## config.mk

```make
export PLATFORM = sky130hd
export DESIGN_NAME = multicycle_main_controller
export DESIGN_NICKNAME = d
export VERILOG_FILES = /design/src/rtl/multicycle_main_controller_pkg.sv /design/src/rtl/multicycle_main_controller_imm_src_decoder.sv /design/src/rtl/multicycle_main_controller.sv
export SDC_FILE = /design/constraint.sdc
export NUM_CORES = 1
export LEC_CHECK = 0
export CORE_UTILIZATION = 38
export DETAILED_ROUTE_END_ITERATION = 10
export PLACE_DENSITY = 0.78
export SYNTH_ARGS = -nofsm -noshare
export SYNTH_HDL_FRONTEND = slang
export SYNTH_HIERARCHICAL = 1
export SYNTH_SLANG_ARGS = --single-unit
```

## constraint.sdc

```tcl
create_clock -name clk -period 2 [get_ports clk]
set_clock_uncertainty 0.2 [all_clocks]
set_input_delay 0.2 -clock clk [delete_from_list [all_inputs] [get_ports clk]]
set_output_delay 0.2 -clock clk [all_outputs]
set_load 0.01 [all_outputs]
```

## src/rtl/multicycle_main_controller_pkg.sv

```systemverilog
// Shared encodings for the multi-cycle RV32I control path: opcodes, FSM state codes and datapath selects.
// The HALT state exists only when MULTICYCLE_ILLEGAL_HALT_EN is defined.
package multicycle_main_controller_pkg;

  localparam logic [6:0] OP_R    = 7'b0110011;
  localparam logic [6:0] OP_I    = 7'b0010011;
  localparam logic [6:0] OP_LOAD = 7'b0000011;
  localparam logic [6:0] OP_S    = 7'b0100011;
  localparam logic [6:0] OP_B    = 7'b1100011;
  localparam logic [6:0] OP_JAL  = 7'b1101111;
  localparam logic [6:0] OP_JALR = 7'b1100111;
  localparam logic [6:0] OP_LUI  = 7'b0110111;

  typedef logic [3:0] state_t;

  localparam state_t S_FETCH     = 4'd0;
  localparam state_t S_DECODE    = 4'd1;
  localparam state_t S_MEM_ADR   = 4'd2;
  localparam state_t S_MEM_READ  = 4'd3;
  localparam state_t S_MEM_WB    = 4'd4;
  localparam state_t S_MEM_WRITE = 4'd5;
  localparam state_t S_EXEC_R    = 4'd6;
  localparam state_t S_EXEC_I    = 4'd7;
  localparam state_t S_ALU_WB    = 4'd8;
  localparam state_t S_BRANCH    = 4'd9;
  localparam state_t S_JAL       = 4'd10;
  localparam state_t S_JALR_ADR  = 4'd11;
  localparam state_t S_LUI       = 4'd12;
  localparam state_t S_ILLEGAL   = 4'd13;
`ifdef MULTICYCLE_ILLEGAL_HALT_EN
  localparam state_t S_HALT      = 4'd14;
`endif

  typedef enum logic [1:0] {
    RESULT_ALUOUT    = 2'b00,
    RESULT_DATA      = 2'b01,
    RESULT_ALURESULT = 2'b10,
    RESULT_IMMEXT    = 2'b11
  } result_src_e;

  typedef enum logic [1:0] {
    SRC_A_PC     = 2'b00,
    SRC_A_OLD_PC = 2'b01,
    SRC_A_RS1    = 2'b10
  } alu_src_a_e;

  typedef enum logic [1:0] {
    SRC_B_RS2  = 2'b00,
    SRC_B_IMM  = 2'b01,
    SRC_B_FOUR = 2'b10
  } alu_src_b_e;

  typedef enum logic [2:0] {
    IMM_I = 3'b000,
    IMM_S = 3'b001,
    IMM_B = 3'b010,
    IMM_J = 3'b011,
    IMM_U = 3'b100
  } imm_src_e;

  // The ALU controller decodes these same values.
  typedef enum logic [1:0] {
    ALU_OP_ADD   = 2'b00,
    ALU_OP_SUB   = 2'b01,
    ALU_OP_FUNCT = 2'b10
  } alu_op_e;

endpackage

```

## src/rtl/multicycle_main_controller_imm_src_decoder.sv

```systemverilog
// Pure combinational opcode to immediate-format mapping, shared with the single-cycle datapath.
module imm_src_decoder
  import multicycle_main_controller_pkg::*;
(
  input  logic [6:0] op,
  output logic [2:0] imm_src
);

  always_comb begin
    case (op)
      OP_LOAD, OP_I, OP_JALR: imm_src = IMM_I;
      OP_S:                   imm_src = IMM_S;
      OP_B:                   imm_src = IMM_B;
      OP_JAL:                 imm_src = IMM_J;
      OP_LUI:                 imm_src = IMM_U;
      default:                imm_src = 3'b000;
    endcase
  end

endmodule

```

## src/rtl/multicycle_main_controller.sv

```systemverilog
// Main control FSM of the multi-cycle RV32I datapath; MEM_WAIT (0..3) stretches FETCH and MEM_READ.
// Define MULTICYCLE_ILLEGAL_HALT_EN to park unknown opcodes in an absorbing HALT state with a sticky flag.
module multicycle_main_controller
  import multicycle_main_controller_pkg::*;
#(
  parameter int MEM_WAIT = 0
) (
  input  logic       clk,
  input  logic       rst,
  input  logic [6:0] op,
  input  logic [2:0] funct3,
  input  logic       zero,
  output logic       pc_write,
  output logic       adr_src,
  output logic       mem_write,
  output logic       ir_write,
  output logic       reg_write,
  output logic [1:0] result_src,
  output logic [1:0] alu_src_a,
  output logic [1:0] alu_src_b,
  output logic [2:0] imm_src,
  output logic [1:0] alu_op,
  output logic       illegal,
  output logic [3:0] state
);

  localparam logic [1:0] WAIT_LAST = 2'(MEM_WAIT);

  state_t     state_q, state_d;
  logic [1:0] cnt_q, cnt_d;
  logic       last_beat;

  assign last_beat = (cnt_q == WAIT_LAST);
  assign state     = state_q;

  imm_src_decoder u_imm_src_decoder (
    .op      (op),
    .imm_src (imm_src)
  );

  always_comb begin
    // NOTE: every always_comb output gets a default first, so no path can infer a latch.
    state_d = state_q;
    case (state_q)
      S_FETCH:    if (last_beat) state_d = S_DECODE;
      S_DECODE: begin
        case (op)
          OP_LOAD, OP_S: state_d = S_MEM_ADR;
          OP_R:          state_d = S_EXEC_R;
          OP_I:          state_d = S_EXEC_I;
          OP_B:          state_d = S_BRANCH;
          OP_JAL:        state_d = S_JAL;
          OP_JALR:       state_d = S_JALR_ADR;
          OP_LUI:        state_d = S_LUI;
          default:       state_d = S_ILLEGAL;
        endcase
      end
      S_MEM_ADR:  state_d = (op == OP_LOAD) ? S_MEM_READ : S_MEM_WRITE;
      S_MEM_READ: if (last_beat) state_d = S_MEM_WB;
      S_EXEC_R, S_EXEC_I, S_JAL: state_d = S_ALU_WB;
      S_JALR_ADR: state_d = S_JAL;
`ifdef MULTICYCLE_ILLEGAL_HALT_EN
      S_ILLEGAL:  state_d = S_HALT;
      S_HALT:     state_d = S_HALT;
`endif
      default:    state_d = S_FETCH;
    endcase

    // The counter only advances while dwelling in a waiting state, so it restarts at 0 on every entry.
    cnt_d = 2'd0;
    if ((state_q == state_d) && ((state_q == S_FETCH) || (state_q == S_MEM_READ)))
      cnt_d = cnt_q + 2'd1;
  end

  always_ff @(posedge clk) begin
    // NOTE: sequential state uses non-blocking assignments so all flops update from pre-edge values.
    if (!rst) begin
      state_q <= S_FETCH;
      cnt_q   <= 2'd0;
    end else begin
      state_q <= state_d;
      cnt_q   <= cnt_d;
    end
  end

`ifdef MULTICYCLE_ILLEGAL_HALT_EN
  logic illegal_q, illegal_d;

  always_comb illegal_d = illegal_q | (state_d == S_HALT);

  always_ff @(posedge clk) begin
    if (!rst) illegal_q <= 1'b0;
    else      illegal_q <= illegal_d;
  end

  assign illegal = illegal_q;
`else
  assign illegal = 1'b0;
`endif

  always_comb begin
    pc_write   = 1'b0;
    adr_src    = 1'b0;
    mem_write  = 1'b0;
    ir_write   = 1'b0;
    reg_write  = 1'b0;
    result_src = RESULT_ALUOUT;
    alu_src_a  = SRC_A_PC;
    alu_src_b  = SRC_B_RS2;
    alu_op     = ALU_OP_ADD;
    case (state_q)
      S_FETCH: begin
        alu_src_b  = SRC_B_FOUR;
        result_src = RESULT_ALURESULT;
        ir_write   = last_beat;
        pc_write   = last_beat;
      end
      S_DECODE: begin
        alu_src_a = SRC_A_OLD_PC;
        alu_src_b = SRC_B_IMM;
      end
      S_MEM_ADR, S_JALR_ADR: begin
        alu_src_a = SRC_A_RS1;
        alu_src_b = SRC_B_IMM;
      end
      S_MEM_READ:  adr_src = 1'b1;
      S_MEM_WB: begin
        result_src = RESULT_DATA;
        reg_write  = 1'b1;
      end
      S_MEM_WRITE: begin
        adr_src   = 1'b1;
        mem_write = 1'b1;
      end
      S_EXEC_R: begin
        alu_src_a = SRC_A_RS1;
        alu_op    = ALU_OP_FUNCT;
      end
      S_EXEC_I: begin
        alu_src_a = SRC_A_RS1;
        alu_src_b = SRC_B_IMM;
        alu_op    = ALU_OP_FUNCT;
      end
      S_ALU_WB:    reg_write = 1'b1;
      S_BRANCH: begin
        alu_src_a = SRC_A_RS1;
        alu_op    = ALU_OP_SUB;
        case (funct3)
          3'b000:  pc_write = zero;
          3'b001:  pc_write = !zero;
          default: pc_write = 1'b0;
        endcase
      end
      // JAL loads the target computed in DECODE/JALR_ADR while forming OldPC+4 for the link.
      S_JAL: begin
        alu_src_a = SRC_A_OLD_PC;
        alu_src_b = SRC_B_FOUR;
        pc_write  = 1'b1;
      end
      S_LUI: begin
        result_src = RESULT_IMMEXT;
        reg_write  = 1'b1;
      end
      default: ;
    endcase
  end

endmodule

```

==> results of run 1 <==
[registers in the layout, indices dropped and copies added, names as in the netlist]
| register | count |
|---|---|
| state | 4 |
| cnt_q | 2 |
[path summary, 6_finish.rpt]
kind,startpoint,end,depth (start not counted)
max,op[3],imm_src[0],4
min reg2reg,cnt_q[0],cnt_q[0],1
max reg2reg,state[0],state[2],4
min,cnt_q[0],cnt_q[0],1
[metal layers]
metal  GRT usage  wire [microns]  up-vias  part of all wire
met5           0               0        -                 0
met4      0.0563              15        0            0.0071
met3      0.0458             115        3             0.055
met2       0.476            1120       33              0.53
met1       0.272             852      390              0.40
li1            -               -      441                 -
[power breakdown]
group	total [W]	switching, W	leakage [nW]	internal [W]
logic	0.000432	0.000201	0.544	0.000232
registers	0.000157	0.0000228	0.0511	0.000134
clock network	0.000114	0.0000459	0.0138	0.0000680
[logic make-up (layout without fill, tap and decap cells)]
logic type | after synthesis | count (layout) | synth area share
AND/OR/NAND/NOR | 52 | 52 | 0.436
AO/OA/AOI/OAI | 20 | 20 | 0.228
buffers and inverters | 12 | 61 | 0.0746
flip-flops | 6 | 6 | 0.184
XOR/XNOR | 4 | 4 | 0.0535
adder cells (fa/ha/maj) | 1 | 1 | 0.0191
other | 1 | 1 | 0.00573
[cell usage after synthesis (all sizes together)]
cell type / count
nor2: 9
nand2: 7
dfxtp: 6
nand2b: 6
clkbuf: 5
inv: 5
nor3: 5
nor4: 5
a21oi: 4
nand3: 4
nor2b: 4
and2: 3
and3: 3
o21ai: 3
a211o: 2
a211oi: 2
buf: 2
or4: 2
xnor2: 2
xor2: 2
a21boi: 1
a21o: 1
a221oi: 1
conb: 1
ha: 1
nand4bb: 1
nor4b: 1
o2111ai: 1
o211a: 1
o2bb2ai: 1
o311ai: 1
o31ai: 1
o32ai: 1
or2b: 1
or3: 1
[what timing repair did]
| item | in CTS | in global routing |
|---|---|---|
| endpoints found under the hold margin | 0 | 0 |
| pin swaps | 0 | 0 |
| setup endpoints to repair | 16 | 11 |
| resized for setup | 19 | 9 |
[stage by stage]
step / worst slack, ps / cells / hold slack (ps) / cell area, sq um
after CTS: 2.89 / 161 / 222 / 1150
after global routing: 22.5 / 161 / 248 / 1180
after detailed placement: -276 / 158 / 216 / 1120
after floorplan: 213 / 96 / 133 / 654
final: 80.6 / 161 / 221 / 1180
after global placement: -236 / 158 / 206 / 1120
[worst max-delay path: stages]
cell and delay [ps]:
clkdlybuf4s50_1 470, or3_1 350, a211oi_2 210, dlygate4sd2_1 290
[cell type report]
type,count,area [sq um]
Timing Repair Buffer,53,480
Clock buffer,3,22.5
Multi-Input combinational cell,78,510
Inverter,5,18.8
Fill cell,119,377
Tap cell,16,20.0
Sequential cell,6,130
==> reports/results.tsv, run 1 <==
stage	metric	value	unit
cts	post-CTS setup buffers	0	
setup_path	crit path capture type	output port	
timing	final hold vios	0	
routing	Vias/cell	5.39	
outcome	failing checks	DRC	
routing	total number of vias	867	
cts	CTS buffer count	3	
cts	Longest Clk Path Bufs	2	
yosys	syn_area_per_cell	6.82	sq um
layout	most common cell after layout, fill and taps aside	buf_4	
cts	Worst-Skew Late Latency	240	ps
yosys	top post-synthesis cells by area	dfxtp_1, nand2b_1, nor2_1	
routing	post-route ant nets	0	
floorplan	Initial Util	0.420	
power	power per cell area	595	nW/um^2
layout	layout cells sized above 1	0.241	
setup_path	crit path max fanout	4	
setup_path	CP Launch Type	primary input	
cts	Root Driver	clkbuf_4	
floorplan	DIE AREA	1890	sq um
timing	setup TNS	0	ps
power	P_leak	0.608	nW
global_route	grt total ovfl	0	
yosys	Synth top area share	0.184	
floorplan	Site Rows	14	
yosys	#FFs+latches synth	6	
routing	Iteration-0 DRC Markers	24	
layout	fin nets	161	
power	VDD IR max	0.346	mV
floorplan	Core Area	1560	sq um
timing	min cycle time layout	1920	ps
hold_path	Hold Path Class	flop to flop	
cts	CTS tree	done	
cts	Clock transition at path regs	40	ps
global_route	largest net degree at the start of global routing	12	
setup_path	Worst Setup Path Type	primary input to output port	
yosys	Synthesized Nets	110	
global_route	global-route wire length before repair	3510	microns
layout	ANT cells	0	
yosys	Ys Warns	6	
routing	total routed wirelength	2110	microns
layout	Layout area overhead	80.7	%
place	hpwl dp	1650	microns
outcome	status	finished with violations	
timing	setup repair after global routing missed its margin	no	
global_route	gr usage total	0.245	
timing	Slew Viols, Final	0	
layout	commonest cells after routing, fill and taps aside	buf_4, clkdlybuf4s50_1, dlygate4sd2_1, nor2_1, nand2_1	
yosys	mapped cell area	654	sq um
yosys	post-synthesis cell type count	38	
global_route	antenna violations before repair	0	
setup_path	Arr. time, crit path	1520	ps
timing	setup violators final	0	
routing	wire per inst	13.1	microns
setup_path	WP data required	1600	ps
floorplan	Die Y	43.5	microns
cts	Sink Count	6	
layout	final core occ	0.758	
routing	DR DRC count	8	
yosys	register area share after synthesis	0.184	
routing	drt pass-1 iters	10	
yosys	synthesized instance count	96	
timing	fin crit share	0.960	
cts	CTS H-tree depth	1	
job	Max-Cap Viols	0	
power	overall power	0.000703	W
place	placer congestion estimate	0.824	
cts	hold buffers post-CTS	0	
yosys	Synth area leader	dfxtp_1	
floorplan	Die Width	43.5	microns
floorplan	IO Pins	34	
timing	maximum clock rate	521	MHz
setup_path	r2r setup slk	170	ps
place	port bufs	32	
global_route	vias in the first global route	819	
Power figures use the tool's default switching activity.
==> run 2: changes to the inputs <==
--- a/config.mk
+++ b/config.mk
@@ -5,10 +5,10 @@
 export SDC_FILE = /design/constraint.sdc
 export NUM_CORES = 1
 export LEC_CHECK = 0
-export CORE_UTILIZATION = 38
+export CORE_MARGIN = 2
+export CORE_UTILIZATION = 39
 export DETAILED_ROUTE_END_ITERATION = 10
 export PLACE_DENSITY = 0.78
 export SYNTH_ARGS = -nofsm -noshare
 export SYNTH_HDL_FRONTEND = slang
-export SYNTH_HIERARCHICAL = 1
 export SYNTH_SLANG_ARGS = --single-unit
==> run 2 against run 1 <==
Compared with the run above: the run now ends clean; combinational power decreased by 19%; sequential share of layout area decreased by 0.18 points; synthesized area increased by 5.9%; worst hold slack about the same; global-route usage decreased by 6.2 points; highest routed layer unchanged; critical endpoint is now alu_src_b[0].
==> reports/results.tsv, run 2 <==
stage	metric	value	unit
floorplan	Site Rows	15	
hold_path	worst hold path depth	1	
yosys	synthesized instance count	91	
floorplan	Die Y	46.2	microns
layout	Layout area overhead	66.8	%
yosys	post-synthesis cell type count	41	
setup_path	Arr. time, crit path	1550	ps
timing	maximum clock rate	514	MHz
setup_path	Worst Setup Path Type	flop to output port	
yosys	top post-synthesis cells by area	dfxtp_1, buf_6, nor2_1	
power	internal power	0.000392	W
cts	Root Driver	clkbuf_4	
power	logic gate share of total power	0.575	
yosys	Synthesized Nets	105	
layout	commonest cells after routing, fill and taps aside	buf_4, clkdlybuf4s50_1, nor2_1, dlygate4sd2_1, nand2_1	
setup_path	crit path capture type	output port	
setup_path	Crit path largest cell delay	340	ps
yosys	#FFs+latches synth	6	
timing	fin crit share	0.973	
yosys	commonest cells in the netlist	nor2_1, nand2_1, dfxtp_1, a21oi_1, nor4_1	
yosys	register area share after synthesis	0.173	
cts	Worst-Skew Late Latency	250	ps
power	power per cell area	525	nW/um^2
place	port bufs	32	
floorplan	DIE AREA	2130	sq um
floorplan	Initial Util	0.406	
setup_path	worst path bufs/invs	1	
routing	drt pass-1 iters	4	
yosys	most common cell in the synthesized netlist	nor2_1	
setup_path	worst-path cell chain	xor2_1, mux2_2, a22o_1, dlygate4sd2_1	
global_route	vias in the first global route	723	
cts	CTS H-tree depth	1	
yosys	Ys Warns	0	
timing	min cycle time layout	1950	ps
cts	CTS buffer count	3	
layout	# fillers	147	
layout	most common cell after layout, fill and taps aside	buf_4	
timing	Slew Viols, Final	0	
global_route	largest net degree at the start of global routing	11	
setup_path	CP Launch Type	flop	
timing	setup repair after global routing missed its margin	yes	
routing	total routed wirelength	1760	microns
power	Clock Power Share	0.185	
layout	max reg flops	4	
floorplan	Die Width	46.2	microns
layout	fin nets	155	
global_route	global-route wire length before repair	2880	microns
power	VDD IR max	0.281	mV
timing	setup violators final	0	
yosys	mapped cell area	693	sq um
setup_path	cell family with most CP delay	flip-flops	
cts	post-CTS setup buffers	0	
layout	ANT cells	0	
global_route	grt total ovfl	0	
global_route	antenna violations before repair	0	
power	overall power	0.000607	W
outcome	status	completed	
floorplan	Core Area	1710	sq um
timing	final hold vios	0	
setup_path	critical path depth in cells	4	
power	part of the power in registers	0.240	
global_route	gr usage total	0.183	
cts	Sink Count	6	
cts	CTS tree	done	
setup_path	Slowest-stage cell, CP	dfxtp_2	
setup_path	WP data required	1600	ps
cts	Longest Clk Path Bufs	2	
place	placer congestion estimate	0.783	
yosys	asr flop ratio synth	0	
cts	Clock transition at path regs	40	ps
floorplan	IO Pins	34	
yosys	Synth area leader	dfxtp_1	
yosys	number of flops mapped to enable cells by yosys	0	
setup_path	Reg2Reg Depth	5	
routing	total number of vias	840	
place	hpwl dp	1460	microns
routing	Iteration-0 DRC Markers	15	
power	sw frac	0.354	
job	Max-Cap Viols	0	
yosys	Post-synth top flop	dfxtp_1	
layout	layout cells sized above 1	0.266	
routing	DR DRC count	0	
power	Sw Pwr	0.000215	W
layout	final core occ	0.677	
power	P_leak	0.563	nW
hold_path	Hold Path Class	flop to flop	
setup_path	crit path max fanout	5	
yosys	Synth top area share	0.173	
yosys	syn_area_per_cell	7.62	sq um
routing	Vias/cell	5.12	
routing	wire per inst	10.7	microns
routing	post-route ant nets	0	
==> run 2: timing repair <==
| item | CTS | global route |
|---|---|---|
| gates resized for setup | 15 | 7 |
| hold buffers | 0 | 0 |
| setup endpoints to repair | 13 | 6 |
| hold endpoints to repair | 0 | 0 |
==> run 2: final cells by class <==
type	instances	area (sq um)	area share
flip-flops and latches	6	125	0.108
inverters	4	15.0	0.0130
multi-input cells	74	495	0.429
well taps	25	31.3	0.0271
clock buffers	3	22.5	0.0195
repair buffers	52	467	0.404
==> run 2: routing by layer <==
| layer | track usage | vias up | routed length (microns) |
|---|---|---|---|
| li1 | - | 421 | - |
| met1 | 0.196 | 379 | 664 |
| met2 | 0.344 | 36 | 939 |
| met3 | 0.0157 | 4 | 113 |
| met4 | 0.103 | 0 | 42 |
| met5 | 0 | - | 0 |
==> run 2: cell families after synthesis <==
family | share of synthesized area
AND/OR/NAND/NOR | 0.424
other | 0.00541
adder cells (fa/ha/maj) | 0.0180
XOR/XNOR | 0.0632
buffers and inverters | 0.115
flip-flops | 0.173
AO/OA/AOI/OAI | 0.153
multiplexers | 0.0469
==> run 2: power groups by stage <==
stage	logic, W	clock network (W)	registers (W)
finish	0.000349	0.000112	0.000146
global route	0.000383	0.000124	0.000147
CTS	0.000359	0.000114	0.000144
detailed placement	0.000374	0	0.000145
global placement	0.000364	0	0.000144
floorplan	0.000178	0	0.000146
==> run 2: path summary, 6_finish.rpt <==
path                       end  startpoint  slack [ps]
hold / removal        cnt_q[0]    cnt_q[0]         220
setup reg to reg      state[1]    state[3]         500
hold reg to reg       cnt_q[0]    cnt_q[0]         220
setup / recovery  alu_src_b[0]    state[3]          50
==> run 2: through the flow <==
stage	instances	hold slack [ps]	setup WS, ps	setup TNS [ps]	cell area, sq um
after floorplan	91	146	418	0	693
after global placement	161	211	-134	-267	1130
after detailed placement	161	220	-155	-293	1130
after CTS	164	226	2.97	0	1150
after global routing	164	248	-2.21	-2.21	1160
final	164	220	54.1	0	1160
==> run 3: changes to the inputs <==
--- a/config.mk
+++ b/config.mk
@@ -8,6 +8,7 @@
 export CORE_MARGIN = 2
 export CORE_UTILIZATION = 39
 export DETAILED_ROUTE_END_ITERATION = 10
+export MAX_ROUTING_LAYER = met4
 export PLACE_DENSITY = 0.78
 export SYNTH_ARGS = -nofsm -noshare
 export SYNTH_HDL_FRONTEND = slang
==> results of run 3 <==
No change in the layout: final DEF, timing and power equal those of run 2.
Main changes from that run: final weighted congestion in routability-driven placement 0.783 -> 0.794; overall routing resource usage 0.183 -> 0.189
